[src/rtl/decod_pkg.sv]
// Shared definitions for the registered N->2^N decoder: FSM state encoding,
// the address-width limit and the dwell-counter width helper.
package decod_pkg;

  typedef enum logic [1:0] {
    IDLE   = 2'b00,
    DIRECT = 2'b01,
    SCAN   = 2'b10
  } state_e;

  localparam int MAX_N = 6;

  // Dwell counter width: clog2(DWELL), never below one bit.
  function automatic int dwell_w(input int dwell);
    return (dwell <= 2) ? 1 : $clog2(dwell);
  endfunction

endpackage

[src/rtl/decod_onehot.sv]
// Purely combinational N->2^N one-hot decoder, shared by the DIRECT and SCAN
// paths of decodificador_n_scan.
module decod_onehot #(
  parameter int N = 2
) (
  input  logic [N-1:0]      idx_i,
  output logic [(1<<N)-1:0] onehot_o
);

  assign onehot_o = {{((1 << N) - 1){1'b0}}, 1'b1} << idx_i;

endmodule

[src/rtl/decodificador_n_scan.sv]
// Registered N->2^N one-hot decoder with DIRECT (valid/ready) and SCAN
// (autonomous stepping, programmable dwell) modes. Optional sum-of-minterms
// output is built only when DECOD_SOP_EN is defined.
module decodificador_n_scan
  import decod_pkg::*;
#(
  parameter int N     = 2,
  parameter int DWELL = 4
) (
  input  logic                clk,
  input  logic                rst_n,
  input  logic                en,
  input  logic                mode,
  input  logic                addr_valid,
  input  logic [N-1:0]        addr,
  output logic                addr_ready,
  output logic [(1<<N)-1:0]   y,
  output logic                y_valid,
  output logic [N-1:0]        scan_idx,
  output logic                wrap
`ifdef DECOD_SOP_EN
  ,
  input  logic [(1<<N)-1:0]   sop_mask,
  output logic                sop_out
`endif
);

  localparam int W  = 1 << N;
  localparam int DW = dwell_w(DWELL);
  localparam logic [DW-1:0] DWELL_LAST = DW'(DWELL - 1);

  state_e         state_q, state_d;
  logic [N-1:0]   scan_idx_q, scan_idx_d;
  logic [DW-1:0]  dwell_q, dwell_d;
  logic [W-1:0]   y_q, y_d;
  logic           y_valid_q, y_valid_d;
  logic           wrap_q, wrap_d;
  logic           accept, scan_entry, dwell_done;
  logic [N-1:0]   dec_idx;
  logic [W-1:0]   dec_line;

  // NOTE: always_comb blocks assign every output a default first, so no path
  // can leave a signal unassigned and infer a latch.
  always_comb begin
    state_d = IDLE;
    if (en) state_d = mode ? SCAN : DIRECT;
  end

  assign addr_ready = (state_q == DIRECT) & en & ~mode;
  assign accept     = addr_valid & addr_ready;
  assign scan_entry = (state_d == SCAN) && (state_q != SCAN);
  assign dwell_done = (dwell_q == DWELL_LAST);

  // Scan position is only kept while staying in SCAN; any other path zeroes it.
  always_comb begin
    scan_idx_d = '0;
    dwell_d    = '0;
    wrap_d     = 1'b0;
    if (state_d == SCAN && !scan_entry) begin
      if (dwell_done) begin
        scan_idx_d = scan_idx_q + N'(1);
        wrap_d     = &scan_idx_q;
      end else begin
        scan_idx_d = scan_idx_q;
        dwell_d    = dwell_q + DW'(1);
      end
    end
  end

  assign dec_idx = (state_d == SCAN) ? scan_idx_d : addr;

  decod_onehot #(.N(N)) u_onehot (
    .idx_i    (dec_idx),
    .onehot_o (dec_line)
  );

  always_comb begin
    y_d       = y_q;
    y_valid_d = y_valid_q;
    unique case (state_d)
      SCAN: begin
        y_d       = dec_line;
        y_valid_d = 1'b1;
      end
      DIRECT: begin
        if (state_q != DIRECT) begin
          y_d       = '0;
          y_valid_d = 1'b0;
        end else if (accept) begin
          y_d       = dec_line;
          y_valid_d = 1'b1;
        end
      end
      default: begin
        y_d       = '0;
        y_valid_d = 1'b0;
      end
    endcase
  end

  // NOTE: sequential state uses non-blocking assignments so every register
  // samples its pre-edge inputs regardless of statement order.
  always_ff @(posedge clk or negedge rst_n) begin
    if (!rst_n) begin
      state_q    <= IDLE;
      scan_idx_q <= '0;
      dwell_q    <= '0;
      y_q        <= '0;
      y_valid_q  <= 1'b0;
      wrap_q     <= 1'b0;
    end else begin
      state_q    <= state_d;
      scan_idx_q <= scan_idx_d;
      dwell_q    <= dwell_d;
      y_q        <= y_d;
      y_valid_q  <= y_valid_d;
      wrap_q     <= wrap_d;
    end
  end

  assign y        = y_q;
  assign y_valid  = y_valid_q;
  assign scan_idx = scan_idx_q;
  assign wrap     = wrap_q;

`ifdef DECOD_SOP_EN
  // Registered from next-state y so sop_out lines up with y on the same edge.
  logic sop_q;
  always_ff @(posedge clk or negedge rst_n) begin
    if (!rst_n) sop_q <= 1'b0;
    else        sop_q <= |(y_d & sop_mask);
  end
  assign sop_out = sop_q;
`endif

endmodule

[config.mk]
export PLATFORM = sky130hd
export DESIGN_NAME = decodificador_n_scan
export DESIGN_NICKNAME = d
export VERILOG_FILES = /design/src/rtl/decod_pkg.sv /design/src/rtl/decod_onehot.sv /design/src/rtl/decodificador_n_scan.sv
export SDC_FILE = /design/constraint.sdc
export NUM_CORES = 1
export LEC_CHECK = 0
export BUFFER_PORTS_ARGS = -buffer_cell sky130_fd_sc_hd__buf_2
export CORE_AREA = 2 2 39 41
export CTS_BUF_LIST = sky130_fd_sc_hd__clkbuf_4 sky130_fd_sc_hd__clkbuf_8
export DETAILED_ROUTE_END_ITERATION = 6
export DIE_AREA = 0 0 41 43
export GPL_ROUTABILITY_DRIVEN = 0
export PLACE_DENSITY_LB_ADDON = 0.3
export SLEW_MARGIN = 20
export SYNTH_ARGS = -nofsm -noshare
export SYNTH_HDL_FRONTEND = slang
export SYNTH_SLANG_ARGS = --single-unit
[constraint.sdc]
create_clock -name clk -period 1.5 [get_ports clk]
set_input_delay 0.075 -clock clk [delete_from_list [all_inputs] [get_ports clk]]
set_output_delay 0.075 -clock clk [all_outputs]
set_load 0.02 [all_outputs]
==> results by group <==
Power
  – Comb pwr share: 10.0%
  – Int Power: 507 µW
  – Switching part of the total: 22.9%
  – Leak Pwr: 0.348 nW
  – Worst VDD drop: 0.373 mV
  – P per Cell Area: 931 nW/µm²
  – Clock network fraction of total power: 38.7%
  – Switching power total: 150 µW
  – Reg power frac: 51.3%

Timing
  – Max Transition Viols Final: 0
  – Max frequency: 691 MHz
  – Min cycle time layout: 1450 ps
  – Slew HR: 82.1%
  – Clk_skew: 9.18 ps
  – Final Hold Vio Count: 0
  – Setup TNS: 0 ps
  – Fin crit share: 96.5%
  – Worst hold slack: 109 ps
  – Slew @ Worst Pin: 267 ps
  – RSZ-0062 raised after global routing: no
  – Final setup vio count: 0

Setup path
  – CP max-delay cell: dfrtp_1
  – CP arrival: 1610 ps
  – Worst path cell trace: ha_1 -> mux2i_2 -> o2bb2ai_1 -> o32ai_1
  – Worst setup path class: flop to flop
  – Worst R2R Setup Slack: 50 ps
  – Setup crit end kind: flop
  – R2R Path Start: scan_idx[0]
  – Startpoint Class: flop
  – Worst r2r path cells: 4
  – Reg-to-reg critical path endpoint: y[0]
  – CP Data Required Time: 1660 ps
  – Max incr delay on CP: 430 ps
  – Worst Path Max Fanout: 3

Detailed routing
  – DR DRC count: 0
  – Post-Route WL: 1070 µm
  – 1st-pass router iterations: 4
  – Drt wl/cell: 13.1 µm
  – Final ANT Viol Nets: 0
  – Initial drt markers: 3
  – Total number of vias: 423
  – Vias per Instance: 5.16

Floorplanning
  – Starting density of the core: 38.2%
  – Die H: 43 µm
  – Core area: 1380 µm²
  – Die area: 1760 µm²
  – Die Span X: 41 µm
  – # IOs: 16
  – Core Rows: 14

Clocking
  – CTS Buf Count: 3
  – Worst-path clk slew: 80 ps
  – H-Tree Depth: 1
  – CTS tree: done
  – Sink Count: 12
  – Max clock buf depth: 2
  – CTS root buffer: clkbuf_4
  – Setup Buffers After CTS: 0
  – Clk_lat worst skew: 270 ps

Synthesis
  – Synth Cell Area: 529 µm²
  – Post-synthesis cell count: 45
  – Top cells by area, synth: dfrtp_1 57%, o32ai_1 6.6%, inv_1 5.0%
  – Area share of the largest cell type after synthesis: 56.7%
  – Post-synthesis sequential area ratio: 56.7%
  – Cell taking the most area after synthesis: dfrtp_1
  – Yosys Warn Count: 0
  – Yosys reg bits: 12
  – Netlist cell types: 17
  – Syn nets: 54
  – Synthesized area per cell: 11.8 µm²

Worst hold path
  – Hold Path Class: input port to flop
  – Hold path startpoint: en
  – Hold EP: state_q[0]
  – Hold path cells: 2

Global route
  – Vias in the first global route: 371
  – GR Overflow Total: 0
  – All-layer global routing usage: 12.4%
  – Pin count of the biggest net entering global routing: 13
  – Initial antenna violation count: 0
  – Global-route wire length before repair: 1480 µm

Placed design
  – Port bufs: 15
  – Post-Place Cells: 77
  – Post-detailed-placement half-perimeter wirelength: 746 µm

Finish
  – Final nets: 76
  – Commonest non-fill, non-tap cell in the layout: buf_2
  – Area growth from synthesis to layout: 33.3%
  – Core Util, Final: 51.0%
  – Share of layout cells above drive strength 1: 42.4%
  – Highest-count cells in the layout ignoring fill and taps: 15 x buf_2, 12 x dfrtp_1, 7 x inv_1
  – Final Instance Count excl. Fillers: 82
  – # diodes: 0
  – Fillers: 126

Flow run
  – Max Cap Viol: 0

Status
  – Outcome: finished clean
-- final cells by class --
class / instances / area (µm²) / area share, %
Clock buffer: 4 / 36.3 / 5.14
Sequential cell: 12 / 300 / 42.6
Multi-Input combinational cell: 26 / 230 / 32.6
Inverter: 7 / 26.3 / 3.72
Tap cell: 16 / 20.0 / 2.84
Timing Repair Buffer: 17 / 92.6 / 13.1
-- per-stage QoR --
| stage | power, mW | setup slack (ps) | cell area (µm²) |
|---|---|---|---|
| after global routing | 0.682 | 10.9 | 706 |
| after detailed placement | 0.404 | 84.6 | 632 |
| final | 0.657 | 52.5 | 706 |
| after CTS | 0.652 | 61.6 | 678 |
| after global placement | 0.403 | 87.6 | 632 |
| after floorplan | 0.373 | 92.4 | 529 |
-- flip-flops by register name, summed over array words and instances, names as in the netlist --
| register | flops |
|---|---|
| y | 4 |
| y_valid | 1 |
| dwell_q | 2 |
| scan_idx | 2 |
| state_q | 2 |
| wrap | 1 |
-- routing by layer --
layer  share of wire (%)  global-route usage, %  up-vias
met5                   0                      0        -
met4                 1.3                   6.00        0
met3                 3.8                   3.14        2
met2                  49                   19.4       11
met1                  46                   15.1      203
li1                    -                      -      207
-- critical path: cells and delay by family (launching register included) --
kind,cells,cell delay (ps)
fa+ha+maj,1,320
compound gates,2,360
flops,1,430
mux,1,230
-- worst max-delay path by stage --
stage | startpoint | to | slack [ps] | cells after the start
after floorplan | scan_idx[0] | y[2] | 90 | 4
after global placement | scan_idx[0] | y[2] | 90 | 4
after detailed placement | scan_idx[0] | y[2] | 80 | 4
after CTS | scan_idx[0] | y[3] | 60 | 4
after global routing | scan_idx[0] | y[0] | 10 | 4
final | scan_idx[0] | y[0] | 50 | 4
-- repair_timing --
action | CTS | global route
gates resized for setup | 0 | 5
hold buffers | 1 | 0
endpoints found under the setup margin | 0 | 4
hold endpoints to repair | 12 | 0
-- power by group through the flow --
stage	logic, mW	clock network [mW]	registers, mW
after floorplan	0.0238	0	0.349
after global placement	0.0605	0	0.343
after detailed placement	0.0609	0	0.343
after CTS	0.0630	0.253	0.337
after global routing	0.0725	0.272	0.338
final	0.0659	0.254	0.337
-- cells in the mapped netlist --
cell	instances
dfrtp_1	12
inv_1	7
nor2_1	4
o32ai_1	4
a2bb2oi_1	2
ha_1	2
nand2_1	2
o21ai_0	2
o2bb2ai_1	2
and2b_2	1
and3b_1	1
and4bb_2	1
mux2i_1	1
nand2b_1	1
nand4b_2	1
nor3_1	1
xnor2_1	1
-- kinds of logic (layout without fill, tap and decap cells) --
logic type / after synthesis / in the layout / synth area share, %
buffers and inverters: 7 / 28 / 4.97
AO/OA/AOI/OAI: 10 / 10 / 15.1
AND/OR/NAND/NOR: 12 / 12 / 14.9
multiplexers: 1 / 1 / 1.89
flip-flops: 12 / 12 / 56.7
adder cells (fa/ha/maj): 2 / 2 / 4.73
XOR/XNOR: 1 / 1 / 1.66
No activity file was read; power rests on OpenSTA's default activity.
